[src/rtl/ethernet_encapsulation.sv]
// GMII transmit framer: preamble, SFD, DA, SA, length, payload, zero pad, CRC32 FCS, then IFG.
// The state/counter registers always describe the byte currently on gmii_tx_d.
module ethernet_encapsulation #(
  parameter logic [47:0] destination_mac_addr = 48'h023528fbdd66,
  parameter logic [47:0] source_mac_addr      = 48'h072227acdb65,
  parameter int          IFG_BYTES            = 12,
  parameter int          MIN_PAYLOAD          = 46
) (
  input  logic        clk,
  input  logic        rst,
  input  logic        tx_start,
  input  logic [10:0] payload_len,
  output logic        busy,
  input  logic [7:0]  pl_data,
  input  logic        pl_valid,
  output logic        pl_ready,
  output logic [7:0]  gmii_tx_d,
  output logic        gmii_tx_en,
  output logic        gmii_tx_er,
  output logic        frame_done,
  output logic        underrun,
  output logic        len_err,
  output logic [3:0]  dbg_state
);

  // Payload handshake: a byte transfers on a rising edge where pl_valid & pl_ready;
  // pl_ready depends only on the current state, never on pl_valid.

  typedef enum logic [3:0] {
    S_IDLE, S_PRE, S_SFD, S_DST, S_SRC, S_LEN, S_PAY, S_PAD, S_FCS, S_IFG
  } state_t;

  state_t      state_q, state_d;
  logic [10:0] cnt_q, cnt_d;
  logic [10:0] len_q, len_d;
  logic [31:0] crc_q, crc_d;
  logic [7:0]  tx_d_q, tx_d_d;
  logic        tx_en_q, tx_en_d;
  logic        tx_er_q, tx_er_d;
  logic        frame_done_q, frame_done_d;
  logic        underrun_q, underrun_d;
  logic        len_err_q, len_err_d;

  logic [10:0] cm1;
  logic [31:0] fcs;
  logic        crc_en;
  logic        len_ok;

  function automatic logic [31:0] crc32_byte(input logic [31:0] crc, input logic [7:0] b);
    logic [31:0] c;
    c = crc ^ {24'd0, b};
    for (int i = 0; i < 8; i++) begin
      c = c[0] ? ((c >> 1) ^ 32'hEDB88320) : (c >> 1);
    end
    return c;
  endfunction

  // Index 5 selects the first byte on the wire ([47:40]).
  function automatic logic [7:0] mac_byte(input logic [47:0] m, input logic [2:0] idx);
    logic [7:0] r;
    case (idx)
      3'd0:    r = m[7:0];
      3'd1:    r = m[15:8];
      3'd2:    r = m[23:16];
      3'd3:    r = m[31:24];
      3'd4:    r = m[39:32];
      default: r = m[47:40];
    endcase
    return r;
  endfunction

  function automatic logic [7:0] fcs_byte(input logic [31:0] f, input logic [1:0] idx);
    logic [7:0] r;
    case (idx)
      2'd0:    r = f[7:0];
      2'd1:    r = f[15:8];
      2'd2:    r = f[23:16];
      default: r = f[31:24];
    endcase
    return r;
  endfunction

  assign pl_ready = ((state_q == S_LEN) && (cnt_q == 11'd0)) ||
                    ((state_q == S_PAY) && (cnt_q != 11'd0));
  assign busy     = (state_q != S_IDLE);
  assign cm1      = cnt_q - 11'd1;
  assign fcs      = ~crc_q;
  assign len_ok   = (payload_len != 11'd0) && (payload_len <= 11'd1500);

  always_comb begin
    state_d      = state_q;
    cnt_d        = cnt_q;
    len_d        = len_q;
    crc_d        = crc_q;
    tx_d_d       = 8'h00;
    tx_en_d      = 1'b0;
    tx_er_d      = 1'b0;
    frame_done_d = 1'b0;
    underrun_d   = 1'b0;
    len_err_d    = 1'b0;
    crc_en       = 1'b0;

    case (state_q)
      S_IDLE: begin
        if (tx_start) begin
          if (len_ok) begin
            state_d = S_PRE;
            cnt_d   = 11'd6;
            len_d   = payload_len;
            tx_d_d  = 8'h55;
            tx_en_d = 1'b1;
          end else begin
            len_err_d = 1'b1;
          end
        end
      end
      S_PRE: begin
        tx_en_d = 1'b1;
        crc_d   = 32'hFFFFFFFF;
        if (cnt_q != 11'd0) begin
          cnt_d  = cm1;
          tx_d_d = 8'h55;
        end else begin
          state_d = S_SFD;
          tx_d_d  = 8'hD5;
        end
      end
      S_SFD: begin
        tx_en_d = 1'b1;
        crc_en  = 1'b1;
        state_d = S_DST;
        cnt_d   = 11'd5;
        tx_d_d  = destination_mac_addr[47:40];
      end
      S_DST: begin
        tx_en_d = 1'b1;
        crc_en  = 1'b1;
        if (cnt_q != 11'd0) begin
          cnt_d  = cm1;
          tx_d_d = mac_byte(destination_mac_addr, cm1[2:0]);
        end else begin
          state_d = S_SRC;
          cnt_d   = 11'd5;
          tx_d_d  = source_mac_addr[47:40];
        end
      end
      S_SRC: begin
        tx_en_d = 1'b1;
        crc_en  = 1'b1;
        if (cnt_q != 11'd0) begin
          cnt_d  = cm1;
          tx_d_d = mac_byte(source_mac_addr, cm1[2:0]);
        end else begin
          state_d = S_LEN;
          cnt_d   = 11'd1;
          tx_d_d  = {5'd0, len_q[10:8]};
        end
      end
      S_LEN: begin
        tx_en_d = 1'b1;
        if (cnt_q != 11'd0) begin
          crc_en = 1'b1;
          cnt_d  = 11'd0;
          tx_d_d = len_q[7:0];
        end
      end
      S_PAY: begin
        tx_en_d = 1'b1;
        if (cnt_q == 11'd0) begin
          if (len_q < 11'(MIN_PAYLOAD)) begin
            crc_en  = 1'b1;
            state_d = S_PAD;
            cnt_d   = 11'(MIN_PAYLOAD) - len_q - 11'd1;
            tx_d_d  = 8'h00;
          end else begin
            state_d = S_FCS;
            cnt_d   = 11'd3;
            tx_d_d  = fcs[7:0];
          end
        end
      end
      S_PAD: begin
        tx_en_d = 1'b1;
        if (cnt_q != 11'd0) begin
          crc_en = 1'b1;
          cnt_d  = cm1;
          tx_d_d = 8'h00;
        end else begin
          state_d = S_FCS;
          cnt_d   = 11'd3;
          tx_d_d  = fcs[7:0];
        end
      end
      S_FCS: begin
        if (cnt_q != 11'd0) begin
          tx_en_d      = 1'b1;
          cnt_d        = cm1;
          tx_d_d       = fcs_byte(fcs, 2'd3 - cm1[1:0]);
          frame_done_d = (cm1 == 11'd0);
        end else begin
          state_d = S_IFG;
          cnt_d   = 11'(IFG_BYTES - 1);
        end
      end
      S_IFG: begin
        if (cnt_q != 11'd0) begin
          cnt_d = cm1;
        end else begin
          state_d = S_IDLE;
        end
      end
      default: state_d = S_IDLE;
    endcase

    // Offered payload slot: take the byte, or poison it and abandon the frame.
    if (pl_ready) begin
      tx_en_d = 1'b1;
      if (pl_valid) begin
        crc_en  = 1'b1;
        state_d = S_PAY;
        cnt_d   = (state_q == S_LEN) ? (len_q - 11'd1) : cm1;
        tx_d_d  = pl_data;
      end else begin
        state_d    = S_IFG;
        cnt_d      = 11'(IFG_BYTES);
        tx_d_d     = 8'h00;
        tx_er_d    = 1'b1;
        underrun_d = 1'b1;
      end
    end

    if (crc_en) begin
      crc_d = crc32_byte(crc_q, tx_d_d);
    end
  end

  always_ff @(posedge clk or negedge rst) begin
    if (!rst) begin
      state_q      <= S_IDLE;
      cnt_q        <= 11'd0;
      len_q        <= 11'd0;
      crc_q        <= 32'hFFFFFFFF;
      tx_d_q       <= 8'h00;
      tx_en_q      <= 1'b0;
      tx_er_q      <= 1'b0;
      frame_done_q <= 1'b0;
      underrun_q   <= 1'b0;
      len_err_q    <= 1'b0;
    end else begin
      state_q      <= state_d;
      cnt_q        <= cnt_d;
      len_q        <= len_d;
      crc_q        <= crc_d;
      tx_d_q       <= tx_d_d;
      tx_en_q      <= tx_en_d;
      tx_er_q      <= tx_er_d;
      frame_done_q <= frame_done_d;
      underrun_q   <= underrun_d;
      len_err_q    <= len_err_d;
    end
  end

  assign gmii_tx_d  = tx_d_q;
  assign gmii_tx_en = tx_en_q;
  assign gmii_tx_er = tx_er_q;
  assign frame_done = frame_done_q;
  assign underrun   = underrun_q;
  assign len_err    = len_err_q;
  assign dbg_state  = state_q;

endmodule
[config.mk]
export PLATFORM = sky130hd
export DESIGN_NAME = ethernet_encapsulation
export DESIGN_NICKNAME = d
export VERILOG_FILES = /design/src/rtl/ethernet_encapsulation.sv
export SDC_FILE = /design/constraint.sdc
export NUM_CORES = 1
export LEC_CHECK = 0
export CAP_MARGIN = 15
export CORE_UTILIZATION = 30
export CTS_CLUSTER_DIAMETER = 150
export DETAILED_ROUTE_END_ITERATION = 12
export GPL_TIMING_DRIVEN = 0
export SLEW_MARGIN = 20
export SYNTH_ARGS = -nofsm -noshare
export SYNTH_HDL_FRONTEND = slang
export SYNTH_SLANG_ARGS = --single-unit
[constraint.sdc]
create_clock -name clk -period 6.2 [get_ports clk]
set_input_delay 0.93 -clock clk [delete_from_list [all_inputs] [get_ports clk]]
set_output_delay 0.93 -clock clk [all_outputs]
set_load 0.03 [all_outputs]
# Yosys cells after proc, flatten, opt, wreduce, memory -nomap -nowiden

Index checks and enable logic that the tools add are counted.

Order comparisons: 2
Mux-type cells: 70
Reductions and logical operators: 21
$add $sub $neg: 5
Bitwise logic cells: 10
Equal/unequal tests: 27

Operator list:

| operator                                                                      | number |
|---|---|
| 32-bit two-way mux                                                            | 10 |
| 11-bit two-way mux                                                            | 13 |
| 13-bit NOT with 14-bit output                                                 | 8 |
| 11-bit case mux with 9 select lines                                           | 1 |
| 8-bit two-way mux                                                             | 10 |
| 8-bit case mux with 5 select lines                                            | 2 |
| 8-bit case mux with 9 select lines                                            | 1 |
| 4-bit two-way mux                                                             | 12 |
| 4-bit case mux with 10 select lines                                           | 1 |
| 11-bit by 1-bit subtractor with 11-bit output, second input constant          | 3 |
| 32-bit NOT                                                                    | 1 |
| 32-bit by 8-bit XOR with 32-bit output                                        | 1 |
| 3-bit != test, second input constant                                          | 9 |
| 8-bit case mux with 3 select lines                                            | 1 |
| 11-bit zero test                                                              | 2 |
| 11-bit nonzero test                                                           | 2 |
| 4-bit by 3-bit equality test with 1-bit output, second input constant         | 4 |
| 1-bit two-way mux                                                             | 15 |
| 7-bit two-way mux                                                             | 2 |
| 11-bit less-or-equal comparator, second input constant                        | 1 |
| 11-bit by 6-bit less-than comparator with 1-bit output, second input constant | 1 |
| 6-bit by 11-bit subtractor with 11-bit output, first input constant           | 1 |
| 10-bit AND reduction                                                          | 1 |
| 10-bit nonzero test                                                           | 1 |
| 25 further kinds                                                              | 32 |

Bits in registers: 70
Input port bits: 23
Word-level logic and storage cells: 144
Output and inout bits: 19

# Depth between registers and ports, before layout

Gate-level depths: netlist of the first run.

Depth in word-level cells: 25
Mapped depth: 14
Depth with buffers taken out: 12

# Worst setup path before layout of the first run

OpenSTA, ideal clock, no wires.

Path kind: flip-flop to flip-flop
Start point: reg cnt_q[0]
End point: reg crc_q[26]
Stages on the path, launching flop included: 12
Required time: 6.118 ns
Path buffers: 0
Slack: 1.933 ns
Setup time: 0.082 ns
Period minus slack after synthesis: 4.267 ns
Arrival time: 4.185 ns
Cells stage by stage: dfrtp_1 > inv_1 > ha_1 > or4b_4 > nor4b_4 > mux2i_1 > a22oi_1 > xnor2_1 > nor3_1 > or4_1 > and4_1 > nor3_1

Word-level cells in the longest chain between the ends: 21
Elaborated cells between the ends (all ways): 49
Those cells by class: 2 x add/sub; 6 x eq/ne; 26 x mux; 7 x bitwise; 8 x reduce/logical

RTL lines:

| item                                           | RTL line | RTL |
|---|---|---|
| start, declared                                | 34       | `logic [10:0] cnt_q, cnt_d;` |
| start signal, assigned                         | 251      | `cnt_q <= cnt_d;` |
| 11-bit by 1-bit subtractor with 11-bit output  | 86       | `assign cm1 = cnt_q - 11'd1;` |
| 2-bit subtractor                               | 198      | `tx_d_d = fcs_byte(fcs, 2'd3 - cm1[1:0]);` |
| 2-bit equality test (tied with other cells)    | 74       | `case (idx)` |
| 8-bit case mux with 3 select lines             | 74       |  |
| 8-bit two-way mux                              | 195      | `if (cnt_q != 11'd0) begin` |
| 8-bit case mux with 9 select lines             | 103      | `case (state_q)` |
| 8-bit two-way mux                              | 216      | `if (pl_ready) begin` |
| 32-bit by 8-bit XOR with 32-bit output         | 51       | `c = crc ^ {24'd0, b};` |
| [4 not listed]                                 | --       |  |
| 32-bit two-way mux                             | 53       | `c = c[0] ? ((c >> 1) ^ 32'hEDB88320) : (c >> 1);` |
| 13-bit NOT with 14-bit output (no source line) | --       |  |
| 32-bit two-way mux (2 in a row)                | 53       |  |
| 13-bit NOT with 14-bit output (no source line) | --       |  |
| 32-bit two-way mux                             | 53       |  |
| 13-bit NOT with 14-bit output (no source line) | --       |  |
| 32-bit two-way mux                             | 53       |  |
| 32-bit two-way mux                             | 232      | `if (crc_en) begin` |
| end signal, assigned                           | 253      | `crc_q <= crc_d;` |
| end, declared                                  | 36       | `logic [31:0] crc_q, crc_d;` |

Several ways; a longest one is shown, not always the timed one.
A chain may end at the register's enable or synchronous reset.

# Worst setup path after layout of the first run

Start point: reg cnt_q[0]
End point: reg crc_q[27]

Word-level cells in the longest chain between the ends: 20
Elaborated cells between the ends (all ways): 47
Those cells by class: 2 x add/sub; 6 x eq/ne; 26 x mux; 5 x bitwise; 8 x reduce/logical

RTL lines:

| item                                           | RTL line |
|---|---|
| 11-bit by 1-bit subtractor with 11-bit output  | 86 |
| 2-bit subtractor                               | 198 |
| 2-bit equality test (tied with other cells)    | 74 |
| 8-bit case mux with 3 select lines             | 74 |
| 8-bit two-way mux                              | 195 |
| 8-bit case mux with 9 select lines             | 103 |
| 8-bit two-way mux                              | 216 |
| 32-bit by 8-bit XOR with 32-bit output         | 51 |
| 32-bit two-way mux (4 in a row)                | 53 |
| 13-bit NOT with 14-bit output (no source line) | -- |
| 32-bit two-way mux                             | 53 |
| 13-bit NOT with 14-bit output (no source line) | -- |
| 32-bit two-way mux (2 in a row)                | 53 |
| 13-bit NOT with 14-bit output (no source line) | -- |
| 32-bit two-way mux                             | 53 |
| 32-bit two-way mux                             | 232 |

Several ways; a longest one is shown, not always the timed one.

==> flow_metrics.env, run 1 <==
export IMPL_drtAntennaViolNets=0
export IMPL_fp_dieW_um=142
export IMPL_drc_errors=0
export IMPL_slew_headroom_pct=24.4
export IMPL_seq_area_frac_synth_pct=30.5
export IMPL_rrSetupSlack_ns=0.53
export IMPL_slowest_stage="mux2i_1"
export IMPL_grt_overflow_total=0
export IMPL_slew_violations=0
export IMPL_fin_crit_ns=5.67
export IMPL_ff2ff_path_depth=11
export IMPL_wire_per_inst_um=19.0
export IMPL_final_nets=769
export IMPL_clock_latency_ns=0.35
export IMPL_synth_area_mm2=0.00588
export IMPL_n_antenna_cell=0
export IMPL_synthTopCellsByCount="nand2_1 (59), a21oi_1 (57), o21ai_0 (47), nor3_1 (46), xnor2_1 (43)"
export IMPL_crit_type="flip-flop to flip-flop"
export IMPL_cts_buffers=9
export IMPL_ys_ff_latch=70
export IMPL_cts_sinks=70
export IMPL_ys_top_cells_by_area="dfrtp_1 (16%), dfstp_2 (14%), xnor2_1 (6.4%), xnor3_1 (5.4%), a21oi_1 (4.9%)"
export IMPL_final_hold_violation_count=0
export IMPL_synth_edff_count=0
export IMPL_gp_congestion=0.930
export IMPL_setup_ws_ns=0.531
export IMPL_rows=50
export IMPL_worst_ep_arrival_time_ns=5.95
export IMPL_fmax_ghz=0.176
export IMPL_grt_pass1_wl_um=30200
export IMPL_wl_um=19000
export IMPL_critPathCapture="crc_q[27]$_DFFE_PN1P_"
export IMPL_area_growth_pct=18.6
export IMPL_cts_root_buf="clkbuf_16"
export IMPL_rr_endpoint="crc_q[27]$_DFFE_PN1P_"
export IMPL_cts_resized=0
export IMPL_die_h_um=142
export IMPL_async_flop_share_pct=100
export IMPL_crit_family="simple AND/OR/NAND/NOR gates"
export IMPL_synth_main_ff_cell="dfrtp_1"
export IMPL_min_period_over_period_pct=91.4
export IMPL_viasPerCell=5.55
export IMPL_timing_rr_start="cnt_q[0]$_DFFE_PN0P_"
export IMPL_startpoint="cnt_q[0]$_DFFE_PN0P_"
export IMPL_numPortBuffers=40
export IMPL_endpoint_kind="flip-flop"
export IMPL_synth_top_area_cell="dfrtp_1"
export IMPL_clkTransAtPathRegs_ns=0.06
export IMPL_rsz0062_at_grt="false"
export IMPL_antenna_found_initial=0
export IMPL_synthCells=679
export IMPL_dpl_hpwl_um=14100
export IMPL_postCtsHoldBufs=0
export IMPL_start_kind="flip-flop"
export IMPL_crit_buf_inv=1
export IMPL_final_setup_viol_count=0
export IMPL_ys_types=74
export IMPL_critPathMaxStageDelay_ns=0.98
export IMPL_cts_max_level=3
export IMPL_maxCapViolCount=0
export IMPL_crit_chain="inv_1, ha_1, or4b_4, nor4b_4, mux2i_1, a22oi_1, xnor2_1, nor3_1, nor2_2, xnor3_1, a21oi_1"
export IMPL_dr_total_vias=5529
export IMPL_status="complete, no violations"
export IMPL_die_area_mm2=0.0202
export IMPL_ys_warn_count=0
export IMPL_hold_path_class="input port to async pin"
export IMPL_finalSetupTns_ns=0
export IMPL_fin_worst_skew_ns=0.00812
export IMPL_grt_pass1_vias=5134
export IMPL_grt_start_max_net_pins=49
export IMPL_pin_count=42
export IMPL_cp_num_cells=11
export IMPL_crit_fanout=10
export IMPL_cp_data_required_time_ns=6.48
export IMPL_cts_tree="built"
export IMPL_drtIter0Drc=527
export IMPL_grtUsageTotal_pct=19.8
export IMPL_drive_gt1_share_pct=12.6
export IMPL_place_ws_ns=0.655
export IMPL_yosysMostFrequentCell="nand2_1"
export IMPL_cts_buffer_depth=2
export IMPL_firstDrtPassIters=5
export IMPL_netlist_area_leader_share_pct=16.2
export IMPL_synth_avg_cell_area_um2=8.66
export IMPL_coreArea_mm2=0.0190
export IMPL_tightest_slew_ns=1.10
export IMPL_start_util_pct=31.0
export IMPL_syn_num_nets=717
export IMPL_cts_setup_buffers=0
==> layout by cell type, fill, tap and decap left out, types with 4 or more instances in the layout <==
cell / synthesis / layout
a2111oi_0: 5 / 5
a211oi_1: 9 / 9
a21boi_0: 5 / 5
a21oi_1: 57 / 57
a22oi_1: 11 / 11
a31oi_1: 7 / 7
and2_1: 4 / 4
and3_1: 7 / 7
buf_2: 6 / 6
clkbuf_1: 38 / 38
clkbuf_16: 0 / 9
clkdlybuf4s50_1: 0 / 39
dfrtp_1: 38 / 38
dfstp_2: 32 / 32
ha_1: 15 / 15
inv_1: 20 / 20
mux2_2: 9 / 9
nand2_1: 59 / 59
nand2b_1: 5 / 5
nand3_1: 18 / 18
nor2_1: 37 / 37
nor2b_1: 22 / 22
nor3_1: 46 / 45
nor3b_1: 4 / 4
nor4_1: 5 / 5
o211ai_1: 6 / 6
o21a_1: 6 / 6
o21ai_0: 47 / 47
o22ai_1: 11 / 11
or2_2: 5 / 5
or4_1: 4 / 4
xnor2_1: 43 / 43
xnor2_2: 4 / 4
xnor3_1: 14 / 14
xor2_1: 14 / 14
==> worst register-to-register path: cells and delay by family, from the launching register on <==
kind / cells / cell delay, ns
muxes: 1 / 0.99
adders and majority gates: 1 / 0.31
DFF: 1 / 0.49
xor gates and xnor gates: 2 / 1.26
AOI/OAI and AO/OA: 2 / 0.46
buffers and inverters: 1 / 0.30
and+or+nand+nor: 4 / 1.79
==> stage by stage <==
| stage | std cells | util (%) | cell area, µm² | hold WS, ns |
|---|---|---|---|---|
| final | 996 | 36.8 | 6970 | 0.475 |
| after detailed placement | 980 | 35.0 | 6640 | 0.499 |
| after CTS | 996 | 36.8 | 6970 | 0.483 |
| after global routing | 996 | 36.8 | 6970 | 0.502 |
| after global placement | 979 | 34.8 | 6600 | 0.492 |
| after floorplan | 679 | - | 5880 | 0.473 |
==> metal layers <==
metal,vias up,GRT usage [%],share of wire [%]
met4,0,6.85,1.6
met5,-,0,0
met2,240,29.1,43
met3,19,4.31,8.2
li1,2587,-,-
met1,2683,28.4,47
==> state kept, by name (all words and copies together) (netlist names) <==
register,flops
gmii_tx_d,8
underrun,1
gmii_tx_en,1
len_q,11
dbg_state,4
crc_q,32
cnt_q,11
frame_done,1
len_err,1
==> final cells by class <==
type	instances	area [µm²]
multi-input combinational	543	3840
clock buffer	11	253
timing repair buffer	41	425
inverter	20	75.1
sequential	70	1790
clock inverter	5	81.3
fill	1957	12000
tap	260	325
buffer	46	184
==> worst min path at each step <==
stage | start | endpoint | slack, ns | cells past startpoint
after global placement | cnt_q[10]$_DFFE_PN0P_ | cnt_q[10]$_DFFE_PN0P_ | 0.49 | 2
final | rst | cnt_q[6]$_DFFE_PN0P_ | 0.48 | 1
after detailed placement | cnt_q[10]$_DFFE_PN0P_ | cnt_q[10]$_DFFE_PN0P_ | 0.50 | 2
after floorplan | cnt_q[10]$_DFFE_PN0P_ | cnt_q[10]$_DFFE_PN0P_ | 0.47 | 2
after global routing | rst | cnt_q[6]$_DFFE_PN0P_ | 0.50 | 1
after CTS | rst | cnt_q[6]$_DFFE_PN0P_ | 0.48 | 1
==> logic make-up after synthesis <==
logic type	share of synthesized area [%]
AND/OR/NAND/NOR	20.6
AO/OA/AOI/OAI	22.7
XOR/XNOR	15.8
flip-flops	30.5
buffers and inverters	4.41
adder cells (fa/ha/maj)	3.19
multiplexers	2.83
Power of run 1 is not shown: default switching activity piles up to over one toggle a cycle in this logic, so the estimate is an artifact.
==> run 2, diff against run 1 <==
--- a/config.mk
+++ b/config.mk
@@ -6,7 +6,7 @@
 export NUM_CORES = 1
 export LEC_CHECK = 0
 export CAP_MARGIN = 15
-export CORE_UTILIZATION = 30
+export CORE_UTILIZATION = 34
 export CTS_CLUSTER_DIAMETER = 150
 export DETAILED_ROUTE_END_ITERATION = 12
 export GPL_TIMING_DRIVEN = 0
==> run 2 against run 1 <==
Sequential share of layout area is 0.42 points higher. Highest routed layer unchanged. Clock skew fell by 0.0027 ns. Maximum frequency grew 6.8%. Non-clock buffer count is the same.
==> flow_metrics.env, run 2 (synthesis results as in run 1) <==
export IMPL_status="complete, no violations"
export IMPL_fill_cells=1697
export IMPL_die_area_mm2=0.0178
export IMPL_slowest_stage="xnor2_1"
export IMPL_finalSetupTns_ns=0
export IMPL_crit_family="simple AND/OR/NAND/NOR gates"
export IMPL_cts_root_buf="clkbuf_16"
export IMPL_viasPerCell=5.73
export IMPL_cts_buffers=9
export IMPL_tightest_slew_ns=1.10
export IMPL_grt_start_max_net_pins=48
export IMPL_crit_type="flip-flop to flip-flop"
export IMPL_fin_crit_ns=5.31
export IMPL_layout_commonest_cell="nand2_1"
export IMPL_final_nets=769
export IMPL_multi_input_comb_area_mm2=0.00384
export IMPL_cts_setup_buffers=0
export IMPL_postCtsHoldBufs=0
export IMPL_grt_pass1_wl_um=29800
export IMPL_cts_tree="built"
export IMPL_clock_latency_ns=0.35
export IMPL_drive_gt1_share_pct=12.5
export IMPL_cts_max_level=3
export IMPL_fin_worst_skew_ns=0.00540
export IMPL_cp_data_required_time_ns=6.47
export IMPL_area_growth_pct=16.7
export IMPL_pin_count=42
export IMPL_fp_dieW_um=133
export IMPL_hold_ws_ns=0.496
export IMPL_clkTransAtPathRegs_ns=0.06
export IMPL_firstDrtPassIters=5
export IMPL_final_setup_viol_count=0
export IMPL_maxCapViolCount=0
export IMPL_numPortBuffers=40
export IMPL_final_cell_mix="nand2_1 (59), a21oi_1 (57), o21ai_0 (47)"
export IMPL_crit_chain="inv_1, ha_1, or4b_4, nor4b_4, mux2i_2, a22oi_1, xnor2_1, nor3_1, or4_1, and4_1, nor3_1"
export IMPL_grt_overflow_total=0
export IMPL_crit_fanout=10
export IMPL_drc_errors=0
export IMPL_crit_buf_inv=1
export IMPL_min_period_over_period_pct=85.6
export IMPL_rows=47
export IMPL_slew_violations=0
export IMPL_gp_congestion=0.913
export IMPL_crit_top_cell="nor3_1"
export IMPL_reg_largest_list="crc_q x32, cnt_q x11, len_q x11"
export IMPL_grtUsageTotal_pct=21.8
export IMPL_final_hold_violation_count=0
export IMPL_grt_pass1_vias=5098
export IMPL_endpoint_kind="flip-flop"
export IMPL_slew_headroom_pct=24.6
export IMPL_wl_um=18700
export IMPL_dr_total_vias=5479
export IMPL_worst_ep_arrival_time_ns=5.57
export IMPL_cts_resized=0
export IMPL_drtAntennaViolNets=0
export IMPL_drtIter0Drc=584
export IMPL_final_seq_area_mm2=0.00179
export IMPL_rsz0062_at_grt="false"
export IMPL_coreArea_mm2=0.0168
export IMPL_start_util_pct=35.1
export IMPL_critPathMaxStageDelay_ns=0.80
export IMPL_cts_buffer_depth=2
export IMPL_die_h_um=133
export IMPL_n_antenna_cell=0
export IMPL_dpl_hpwl_um=14000
export IMPL_fmax_ghz=0.188
export IMPL_largest_reg_flops=32
export IMPL_start_kind="flip-flop"
export IMPL_antenna_found_initial=0
export IMPL_cts_sinks=70
export IMPL_largest_register="crc_q"
export IMPL_hold_path_class="input port to async pin"
export IMPL_wire_per_inst_um=19.6
-- run 2: cell types whose count changed in the layout (fill, tap and decap cells not counted) --
cell        previous run  this run
clkbuf_8               2         1
clkbuf_1              38        40
clkinvlp_4             1         0
clkinv_2               1         3
inv_4                  0         1
bufinv_16              2         0
mux2i_2                0         1
clkinv_4               1         0
mux2i_1                2         1
-- run 2: metrics by stage --
stage | cells | area, µm² | util (%) | worst slack [ns]
after floorplan | 679 | 5880 | - | 1.93
after global placement | 939 | 6550 | 39.1 | 0.645
after detailed placement | 940 | 6590 | 39.3 | 0.680
after CTS | 956 | 6850 | 40.9 | 0.657
after global routing | 956 | 6860 | 40.9 | 0.674
final | 956 | 6860 | 40.9 | 0.893
-- run 2: layout make-up --
class | count | area share [%]
inverter | 20 | 1.09
sequential | 70 | 26.1
clock buffer | 12 | 3.59
buffer | 46 | 2.68
clock inverter | 4 | 0.310
timing repair buffer | 41 | 6.20
tap | 220 | 4.01
multi-input combinational | 543 | 56.0
-- run 2: worst paths after layout --
path	startpoint	endpoint	slack, ns	depth (start not counted)
hold / removal	rst	cnt_q[5]$_DFFE_PN0P_	0.50	1
min in group clk	cnt_q[8]$_DFFE_PN0P_	cnt_q[8]$_DFFE_PN0P_	0.53	2
max in group asynchronous	rst	crc_q[5]$_DFFE_PN1P_	5.09	2
setup / recovery	cnt_q[0]$_DFFE_PN0P_	crc_q[26]$_DFFE_PN1P_	0.89	11
hold reg to reg	cnt_q[8]$_DFFE_PN0P_	cnt_q[8]$_DFFE_PN0P_	0.53	2
setup reg to reg	cnt_q[0]$_DFFE_PN0P_	crc_q[26]$_DFFE_PN1P_	0.89	11
-- run 2: routing by layer --
| metal | GRT usage, % | routed length (µm) | vias up |
|---|---|---|---|
| met3 | 2.59 | 1050 | 32 |
| met5 | 0 | 0 | - |
| li1 | - | - | 2584 |
| met4 | 8.65 | 461 | 0 |
| met2 | 32.2 | 8110 | 197 |
| met1 | 32.1 | 9120 | 2666 |
Power of run 2 is left out for the same reason.
==> run 3, diff against run 2 <==
--- a/config.mk
+++ b/config.mk
@@ -5,7 +5,6 @@
 export SDC_FILE = /design/constraint.sdc
 export NUM_CORES = 1
 export LEC_CHECK = 0
-export CAP_MARGIN = 15
 export CORE_UTILIZATION = 34
 export CTS_CLUSTER_DIAMETER = 150
 export DETAILED_ROUTE_END_ITERATION = 12
==> results of run 3 <==
The final DEF is identical to that of run 2; final timing and power are the same.
Power of run 3 is left out for the same reason.
